## src/rtl/pipeline_pkg.sv

```systemverilog
// rtl/pipeline_pkg.sv - shared pipeline constants, opcodes and EX/MEM state encoding
package pipeline_pkg;

  localparam int DW  = 32;
  localparam int RW  = 5;
  localparam int OPW = 3;

  localparam logic [OPW-1:0] OP_ADD = 3'b000;
  localparam logic [OPW-1:0] OP_BEQ = 3'b001;
  localparam logic [OPW-1:0] OP_CMP = 3'b011;
  localparam logic [OPW-1:0] OP_AND = 3'b100;
  localparam logic [OPW-1:0] OP_OR  = 3'b101;
  localparam logic [OPW-1:0] OP_XOR = 3'b110;
  localparam logic [OPW-1:0] OP_NOT = 3'b111;

  localparam int CTRL_REG_WRITE  = 3;
  localparam int CTRL_MEM_READ   = 2;
  localparam int CTRL_MEM_WRITE  = 1;
  localparam int CTRL_MEM_TO_REG = 0;

  // Encoding doubles as the entry count
  typedef enum logic [1:0] {
    ST_EMPTY = 2'd0,
    ST_ONE   = 2'd1,
    ST_FULL  = 2'd2
  } skid_state_e;

  function automatic logic [1:0] occ_of(skid_state_e s);
    return logic'(s == ST_FULL) ? 2'd2 : (s == ST_ONE) ? 2'd1 : 2'd0;
  endfunction

endpackage

```

## src/rtl/ex_mem_skid_stage_if.sv

```systemverilog
// rtl/ex_mem_skid_stage_if.sv - EX->MEM handshake bundle with producer/consumer views
interface ex_mem_skid_stage_if #(
  parameter int DW  = 32,
  parameter int RW  = 5,
  parameter int OPW = 3
);
  logic           ex_valid;
  logic           ex_ready;
  logic [DW-1:0]  ex_result;
  logic [OPW-1:0] ex_op;
  logic [DW-1:0]  ex_store_data;
  logic [RW-1:0]  ex_rd;
  logic [3:0]     ex_ctrl;

  logic           mem_valid;
  logic           mem_ready;
  logic [DW-1:0]  mem_result;
  logic [DW-1:0]  mem_store_data;
  logic [RW-1:0]  mem_rd;
  logic [3:0]     mem_ctrl;

  // Environment side: drives EXECUTE outputs and MEMORY ready
  modport master (
    output ex_valid, ex_result, ex_op, ex_store_data, ex_rd, ex_ctrl, mem_ready,
    input  ex_ready, mem_valid, mem_result, mem_store_data, mem_rd, mem_ctrl
  );

  // Stage side
  modport slave (
    input  ex_valid, ex_result, ex_op, ex_store_data, ex_rd, ex_ctrl, mem_ready,
    output ex_ready, mem_valid, mem_result, mem_store_data, mem_rd, mem_ctrl
  );
endinterface

```

## src/rtl/ex_mem_entry_reg.sv

```systemverilog
// rtl/ex_mem_entry_reg.sv - loadable register holding one pipeline entry
module ex_mem_entry_reg #(
  parameter int DW = 32,
  parameter int RW = 5
) (
  input  logic          clk,
  input  logic          rst,
  input  logic          load_i,
  input  logic [DW-1:0] result_i,
  input  logic [DW-1:0] store_data_i,
  input  logic [RW-1:0] rd_i,
  input  logic [3:0]    ctrl_i,
  output logic [DW-1:0] result_o,
  output logic [DW-1:0] store_data_o,
  output logic [RW-1:0] rd_o,
  output logic [3:0]    ctrl_o
);
  logic [DW-1:0] result_q;
  logic [DW-1:0] store_data_q;
  logic [RW-1:0] rd_q;
  logic [3:0]    ctrl_q;

  // Capture the whole entry when loaded, otherwise hold
  always_ff @(posedge clk or posedge rst) begin
    if (rst) begin
      result_q     <= '0;
      store_data_q <= '0;
      rd_q         <= '0;
      ctrl_q       <= '0;
    end else if (load_i) begin
      result_q     <= result_i;
      store_data_q <= store_data_i;
      rd_q         <= rd_i;
      ctrl_q       <= ctrl_i;
    end
  end

  assign result_o     = result_q;
  assign store_data_o = store_data_q;
  assign rd_o         = rd_q;
  assign ctrl_o       = ctrl_q;
endmodule

```

## src/rtl/ex_mem_skid_stage.sv

```systemverilog
// rtl/ex_mem_skid_stage.sv - EX/MEM boundary with 2-entry skid buffer and branch resolve
module ex_mem_skid_stage
  import pipeline_pkg::*;
#(
  parameter int DW  = 32,
  parameter int RW  = 5,
  parameter int OPW = 3
) (
  input  logic                clk,
  input  logic                rst,
  ex_mem_skid_stage_if.slave  bus,
  input  logic                flush,
  output logic                branch_taken,
  output logic [1:0]          occupancy
);
  skid_state_e state_q, state_d;
  logic        ex_ready_q;
  logic        mem_valid_q;
  logic [1:0]  occupancy_q;
  logic        branch_q, branch_d;

  logic push, pop;
  logic head_load, skid_load;

  logic [DW-1:0] head_result_d, head_store_d;
  logic [RW-1:0] head_rd_d;
  logic [3:0]    head_ctrl_d;

  logic [DW-1:0] skid_result, skid_store;
  logic [RW-1:0] skid_rd;
  logic [3:0]    skid_ctrl;

  assign push = bus.ex_valid & ex_ready_q;
  assign pop  = mem_valid_q & bus.mem_ready;

  // Next state, entry load enables and branch resolution; flush overrides everything
  always_comb begin
    state_d   = state_q;
    head_load = 1'b0;
    skid_load = 1'b0;
    branch_d  = 1'b0;
    if (flush) begin
      state_d = ST_EMPTY;
    end else begin
      branch_d = push && (bus.ex_op == OP_BEQ) && (bus.ex_result == DW'(1));
      case (state_q)
        ST_EMPTY: begin
          if (push) begin
            state_d   = ST_ONE;
            head_load = 1'b1;
          end
        end
        ST_ONE: begin
          if (push && pop) begin
            head_load = 1'b1;
          end else if (push) begin
            state_d   = ST_FULL;
            skid_load = 1'b1;
          end else if (pop) begin
            state_d = ST_EMPTY;
          end
        end
        ST_FULL: begin
          if (pop) begin
            state_d   = ST_ONE;
            head_load = 1'b1;
          end
        end
        default: state_d = ST_EMPTY;
      endcase
    end
  end

  // In FULL the head refills from the skid entry, otherwise from EXECUTE
  always_comb begin
    head_result_d = bus.ex_result;
    head_store_d  = bus.ex_store_data;
    head_rd_d     = bus.ex_rd;
    head_ctrl_d   = bus.ex_ctrl;
    if (state_q == ST_FULL) begin
      head_result_d = skid_result;
      head_store_d  = skid_store;
      head_rd_d     = skid_rd;
      head_ctrl_d   = skid_ctrl;
    end
  end

  // FSM state plus registered handshake, occupancy and branch outputs
  always_ff @(posedge clk or posedge rst) begin
    if (rst) begin
      state_q     <= ST_EMPTY;
      ex_ready_q  <= 1'b1;
      mem_valid_q <= 1'b0;
      occupancy_q <= 2'd0;
      branch_q    <= 1'b0;
    end else begin
      state_q     <= state_d;
      ex_ready_q  <= (state_d != ST_FULL);
      mem_valid_q <= (state_d != ST_EMPTY);
      occupancy_q <= occ_of(state_d);
      branch_q    <= branch_d;
    end
  end

  ex_mem_entry_reg #(.DW(DW), .RW(RW)) u_head (
    .clk          (clk),
    .rst          (rst),
    .load_i       (head_load),
    .result_i     (head_result_d),
    .store_data_i (head_store_d),
    .rd_i         (head_rd_d),
    .ctrl_i       (head_ctrl_d),
    .result_o     (bus.mem_result),
    .store_data_o (bus.mem_store_data),
    .rd_o         (bus.mem_rd),
    .ctrl_o       (bus.mem_ctrl)
  );

  ex_mem_entry_reg #(.DW(DW), .RW(RW)) u_skid (
    .clk          (clk),
    .rst          (rst),
    .load_i       (skid_load),
    .result_i     (bus.ex_result),
    .store_data_i (bus.ex_store_data),
    .rd_i         (bus.ex_rd),
    .ctrl_i       (bus.ex_ctrl),
    .result_o     (skid_result),
    .store_data_o (skid_store),
    .rd_o         (skid_rd),
    .ctrl_o       (skid_ctrl)
  );

  assign bus.ex_ready  = ex_ready_q;
  assign bus.mem_valid = mem_valid_q;
  assign branch_taken  = branch_q;
  assign occupancy     = occupancy_q;
endmodule

```

## src/flat_wrapper.sv

```systemverilog
// flat-port wrapper written by rule: the top's interface ports become plain ports
module ex_mem_skid_stage_flat import pipeline_pkg::*;
#(
  parameter int DW  = 32,
  parameter int RW  = 5,
  parameter int OPW = 3
)
  (clk, rst, flush, branch_taken, occupancy, bus_ex_valid, bus_ex_result, bus_ex_op, bus_ex_store_data, bus_ex_rd, bus_ex_ctrl, bus_mem_ready, bus_ex_ready, bus_mem_valid, bus_mem_result, bus_mem_store_data, bus_mem_rd, bus_mem_ctrl);
  ex_mem_skid_stage_if #(.DW(DW), .RW(RW), .OPW(OPW)) bus_i ();
  input  logic clk;
  input  logic rst;
  input  logic flush;
  output logic branch_taken;
  output logic [1:0] occupancy;
  input wire logic [$bits(bus_i.ex_valid)-1:0] bus_ex_valid;
  input wire logic [$bits(bus_i.ex_result)-1:0] bus_ex_result;
  input wire logic [$bits(bus_i.ex_op)-1:0] bus_ex_op;
  input wire logic [$bits(bus_i.ex_store_data)-1:0] bus_ex_store_data;
  input wire logic [$bits(bus_i.ex_rd)-1:0] bus_ex_rd;
  input wire logic [$bits(bus_i.ex_ctrl)-1:0] bus_ex_ctrl;
  input wire logic [$bits(bus_i.mem_ready)-1:0] bus_mem_ready;
  output wire logic [$bits(bus_i.ex_ready)-1:0] bus_ex_ready;
  output wire logic [$bits(bus_i.mem_valid)-1:0] bus_mem_valid;
  output wire logic [$bits(bus_i.mem_result)-1:0] bus_mem_result;
  output wire logic [$bits(bus_i.mem_store_data)-1:0] bus_mem_store_data;
  output wire logic [$bits(bus_i.mem_rd)-1:0] bus_mem_rd;
  output wire logic [$bits(bus_i.mem_ctrl)-1:0] bus_mem_ctrl;
  assign bus_i.ex_valid = bus_ex_valid;
  assign bus_i.ex_result = bus_ex_result;
  assign bus_i.ex_op = bus_ex_op;
  assign bus_i.ex_store_data = bus_ex_store_data;
  assign bus_i.ex_rd = bus_ex_rd;
  assign bus_i.ex_ctrl = bus_ex_ctrl;
  assign bus_i.mem_ready = bus_mem_ready;
  assign bus_ex_ready = bus_i.ex_ready;
  assign bus_mem_valid = bus_i.mem_valid;
  assign bus_mem_result = bus_i.mem_result;
  assign bus_mem_store_data = bus_i.mem_store_data;
  assign bus_mem_rd = bus_i.mem_rd;
  assign bus_mem_ctrl = bus_i.mem_ctrl;
  ex_mem_skid_stage #(.DW(DW), .RW(RW), .OPW(OPW)) u_core (.clk(clk), .rst(rst), .bus(bus_i), .flush(flush), .branch_taken(branch_taken), .occupancy(occupancy));
endmodule
```

## config.mk

```make
export PLATFORM = sky130hd
export DESIGN_NAME = ex_mem_skid_stage_flat
export DESIGN_NICKNAME = d
export VERILOG_FILES = /design/src/rtl/pipeline_pkg.sv /design/src/rtl/ex_mem_skid_stage_if.sv /design/src/rtl/ex_mem_entry_reg.sv /design/src/rtl/ex_mem_skid_stage.sv /design/src/flat_wrapper.sv
export SDC_FILE = /design/constraint.sdc
export NUM_CORES = 1
export LEC_CHECK = 0
export ABC_AREA = 1
export CORE_ASPECT_RATIO = 1.2
export CORE_MARGIN = 5
export CORE_UTILIZATION = 30
export CTS_BUF_LIST = sky130_fd_sc_hd__clkbuf_8
export CTS_CLUSTER_SIZE = 10
export DETAILED_ROUTE_END_ITERATION = 6
export GPL_ROUTABILITY_DRIVEN = 0
export SYNTH_ARGS = -nofsm -noshare
export SYNTH_HDL_FRONTEND = slang
export SYNTH_SLANG_ARGS = --single-unit
```

## constraint.sdc

```tcl
create_clock -name clk -period 6.45 [get_ports clk]
set_input_delay 0.9675 -clock clk [delete_from_list [all_inputs] [get_ports clk]]
set_output_delay 0.9675 -clock clk [all_outputs]
set_load 0.03 [all_outputs]
```

[Word-level counts from Yosys, hierarchy flattened]
Cells that the tools add are included.
Storage, ports and cells
  input bits: 81
  output and inout port bits: 78
  flip-flop bits (word level): 153
  word-level logic and storage cells: 49
Cells by class
  eq/ne operators: 7
  muxes and demuxes: 22
  reductions and logical operators: 5
  bitwise logic cells: 2
Operator list (number)
  $mux 32: 2
  $eq 32x1->1 const B: 1
  $mux 2: 7
  $mux 1: 9
  $pmux 2 s3: 1
  $mux 5: 1
  $eq 2x1->1 const B: 2
  $eq 2x2->1 const B: 2
  $mux 4: 1
  $eq 3x1->1 const B: 1
  $logic_and 1x1->1: 3
  $pmux 1 s3: 1
  $and 1x1->1: 2
  $logic_not 2->1: 1
  $ne 2x2->1 const B: 1
  $reduce_bool 2->1: 1

[Logic depth before layout (Yosys ltp)]
  word-level depth: 9
  gate-level depth with buffers: 8
  mapped depth without buffers: 7

[Hierarchy]
From an unflattened synthesis, not the netlist that was laid out.
Unflattened totals
  cells, all modules: 777
  area, all modules: 6920.4 µm²
By module, submodules not included
  ex_mem_entry_reg: area an instance 2783.9 µm², instances 2, cells an instance 309
  ex_mem_skid_stage: area an instance 1352.5 µm², instances 1, cells an instance 159

[Worst setup path before layout]
No wires, ideal clock.
  path kind: input port to flip-flop
  start: in bus_mem_ready
  end: reg u_core.u_skid.ctrl_q[0] (netlist: u_core.u_skid.ctrl_o[0])
  setup slack: 4636 ps
  arrival time: 1749 ps
  data required time: 6385 ps
  buffers on the path: 2
  cell stages on the path: 7
  library setup time: 65 ps
  path through: nand2_1 > inv_1 > nor2_1 > buf_2 > buf_2 > nand3_1 > nand2_1
On the way
  cells in the longest elaborated chain, start to end: 5
RTL lines
  start: declaration: line flat_wrapper.sv:21  | input wire logic [$bits(bus_i.mem_ready)-1:0] bus_mem_ready;
  $and 1x1->1: line ex_mem_skid_stage.sv:34  | assign pop = mem_valid_q & bus.mem_ready;
  $logic_and 1x1->1: line ex_mem_skid_stage.sv:54  | if (push && pop) begin
  $mux 1: line ex_mem_skid_stage.sv:54
  $mux 1: line ex_mem_skid_stage.sv:46  | case (state_q)
  $mux 1: line ex_mem_skid_stage.sv:42  | if (flush) begin
  end signal: assignment: line ex_mem_entry_reg.sv:34  | ctrl_q <= ctrl_i;
  end: declaration: line ex_mem_entry_reg.sv:21  | logic [3:0] ctrl_q;
No other way between the ends.
A chain may end at the register's enable or synchronous reset.

[Worst setup path after layout]
  start: reg u_core.state_q[1]
  end: reg u_core.u_head.result_q[1] (netlist: u_core.u_head.result_o[1])
On the way
  cells in the longest elaborated chain, start to end: 3
RTL lines
  start: declaration: line ex_mem_skid_stage.sv:16  | skid_state_e state_q, state_d;
  start signal: assignment: line ex_mem_skid_stage.sv:97  | state_q <= state_d;
  $eq 2x2->1, or another cell as far along: line ex_mem_skid_stage.sv:46, ex_mem_skid_stage.sv:80
  $pmux 1 s3: line ex_mem_skid_stage.sv:46
  $mux 1: line ex_mem_skid_stage.sv:42
  end signal: assignment: line ex_mem_entry_reg.sv:31  | result_q <= result_i;
  end: declaration: line ex_mem_entry_reg.sv:18  | logic [DW-1:0] result_q;
Parallel ways exist; a longest one is shown, timed or not.

==> metrics.md <==
| Metric | Value |
|---|---|
| Status | finished clean |
| Final ANT Viol Nets | 0 |
| Top sig layer | met4 |
| WL met1 | between 9000 and 10000 um |
| Setup bufs post-CTS | 0 |
| Final wirelength | 20400 um |
| Routed length on met2 | 10000 um |
| Total CTS buffers | 17 |
| Yosys top cell area share | a little over half |
| Initial core utilization | 30.5% |
| Total track usage | 15.8% |
| Initial antenna violation count | 0 |
| Clock Skew | 0.0146 ns |
| Final global-route overflow total | 0 |
| Pin count of the biggest net entering global routing | 100 |
| Nets | 1136 |
| Crit path max fanout | 76 |
| # IOs | about 160 |
| Post-CTS sizing | 0 |
| Clk slew on worst S/H paths | 0.09 ns |
| Die Wd | 150 um |
| Worst-skew pair later-pin latency | 0.45 ns |
| Worst Path Required | 6.84 ns |
| Clock root buffer | clkbuf_8 |
| WP data arrival | 3.30 ns |
| Final setup fails | 0 |
| #FFs+latches synth | 153 |
| Via density | 4.59 |
| Dominant cell type by area after synthesis | dfrtp_1 |
| Vias in the first global route | 6155 |
| DRT iter0 DRCs | 317 |
| Post-DP HPWL | 12100 um |
| Crit Path Category | flop to flop |
| Synth unique cells | 17 |
| Core area | 0.0232 mm^2 |
| Final Hold Vio Count | 0 |
| HP Class | flop to flop |
| Worst Setup SP | u_core.state_q[1] |
| Path depth of the worst reg2reg path | 7 |
| Post-Syn Area | 0.00707 mm^2 |
| Reg-to-reg critical path startpoint | u_core.state_q[1] |
| Hold Crit Endpoint | u_core.u_head.store_data_o[23] |
| Avg Synthesized Cell Area | about 7.6 um^2 |
| Fmax | 0.344 GHz |
| Setup crit end kind | flop |
| Via count | between 6000 and 7000 |
| Met3 WL | approximately 1100 um |
| CTS tree | yes |
| First-pass GRT wire length | 33200 um |
| Asr flop ratio synth | between 90% and 100% |
| Lkg Pwr | 4.77 nW |
| Hold Path Origin | u_core.u_head.store_data_o[23] |
| Diode count | 0 |
| Drt wl/cell | 14.7 um |
| CTS Hold Buffers Added | 0 |
| Ys Warns | 0 |
| Bufs on Longest Clock Path | 2 |
| Actual slew at the worst max-slew pin | ~0.95 ns |
| Part of the cycle the worst path needs | 45.1% |
| RSZ-0062 raised after global routing | no |
| DIE HEIGHT | between 150 and 200 um |
| Slew Viols, Final | 0 |
| Worst VDD drop | 217 uV |
| R2r endpoint | u_core.u_head.result_o[1] |
| First-pass DRT Iterations | 5 |
| Rel. slew slack | 37.0% |
| Pwr dens | 409 mW/mm^2 |
| Area Growth Syn to Fin | 30.4% |
| Non-filler cells, final | 1383 |
| Seq/Total Area, Yosys | 54.2% |
| Worst reg2reg setup slack | 3.54 ns |
| Post-synth EDFFs | 0 |
| Dpl cells | 1351 |
| Residual DRC count | 0 |
| Clk sink count | 153 |
| Synth Flop Type | dfrtp_1 |
| Mapped Cells | roughly 930 |
| Startpoint types | flop |
| Sum Neg Setup Slack | 0 ns |
| Port buffer count | 158 |
| CTS HTree Levels | 4 |
| Post-layout min period | 2.91 ns |
| # rows | 61 |
| Max-cap violations | 0 |
| Total die area | around 0.027 mm^2 |
| Worst Hold Depth | 2 |
| Overall power | ~3.8 mW |
| Share of post-route cells with drive strength above 1 | approximately 4.5% |
| Synth area leaders | dfrtp_1 54%, nand2_1 28%, nand3_1 10% |
| Net Count, Synth | 1013 |
## sequential cells by signal, summed over array words and instances, names as in the netlist, 2 cells and up
register and flops:
u_core.u_head.ctrl_o 4, u_core.u_skid.store_data_o 32, u_core.u_head.store_data_o 32, u_core.state_q 2, u_core.u_skid.result_o 32, u_core.u_skid.rd_o 5
u_core.u_head.rd_o 5, u_core.occupancy 2, u_core.u_skid.ctrl_o 4, u_core.u_head.result_o 32
## cell usage after synthesis, types with 2 or more instances
cell type and number:
buf_2 38, buf_4 16, nor2_1 24, nand2_1 518
inv_1 16, a21oi_1 2, o21ai_0 2, clkbuf_1 4
nand3_1 146, o21ai_1 8, dfrtp_1 152
## power by group
part / internal, mW / switching [mW] / total, mW / leakage, nW
clock network: 0.366 / 0.409 / 0.774 / 0.206
registers: 1.36 / 0.219 / 1.58 / 1.92
logic: 0.549 / 0.862 / 1.41 / 2.64
## worst max-delay path: stages (launching register included)
cell and delay (ns):
dfrtp_1 0.54, nand2_4 0.56, inv_2 0.73, buf_4 0.54, nand2_1 0.10, nand2_1 0.08
nand3_1 0.09, nand2_1 0.12
## worst max-delay path by stage
stage,endpoint,slack (ns),cells after the start
CTS,u_core.u_head.result_o[1],3.52,7
detailed placement,u_core.u_head.store_data_o[23],3.46,3
global placement,u_core.u_head.store_data_o[13],3.47,3
global route,u_core.u_head.result_o[8],3.25,7
floorplan,u_core.branch_taken,1.36,1
finish,u_core.u_head.result_o[1],3.54,7
## cell usage in the layout (no fill, tap or decap), drive strengths merged
master         instances
clkbuf                18
inv                   23
clkinv                 4
nand2                519
nor2                  25
buf                    6
clkinvlp               2
dfstp                  1
o21ai                 10
bufinv                 2
dfrtp                152
a21oi                  2
nand3                146
clkdlybuf4s50        158
## metrics by stage
stage	utilization (%)	area (um^2)	worst slack (ns)	hold slack (ns)
after floorplan	-	7070	1.36	0.442
after global placement	38.0	8810	3.47	0.453
after detailed placement	38.0	8810	3.46	0.458
after CTS	39.7	9220	3.52	0.479
after global routing	39.7	9220	3.25	0.494
final	39.7	9220	3.54	0.476
## cell families after synthesis
logic type	share of synthesized area, %
simple gates	39.3
flops	54.2
compound gates	0.850
buf+inv	5.66
## routing by layer
metal  vias up  GRT usage, %
li1       3160             -
met1      3006          21.1
met2       167          25.6
met3        12          3.41
met4         0          4.77
met5         -             0
## layout make-up
type / instances / area, um^2
clock inverters: 14 / 163
multi-input cells: 702 / 2890
fillers: 2499 / 14000
clock buffers: 18 / 248
flip-flops and latches: 153 / 3830
inverters: 17 / 68.8
repair buffers: 164 / 1630
well taps: 315 / 394
No activity file was read; power rests on OpenSTA's default activity.
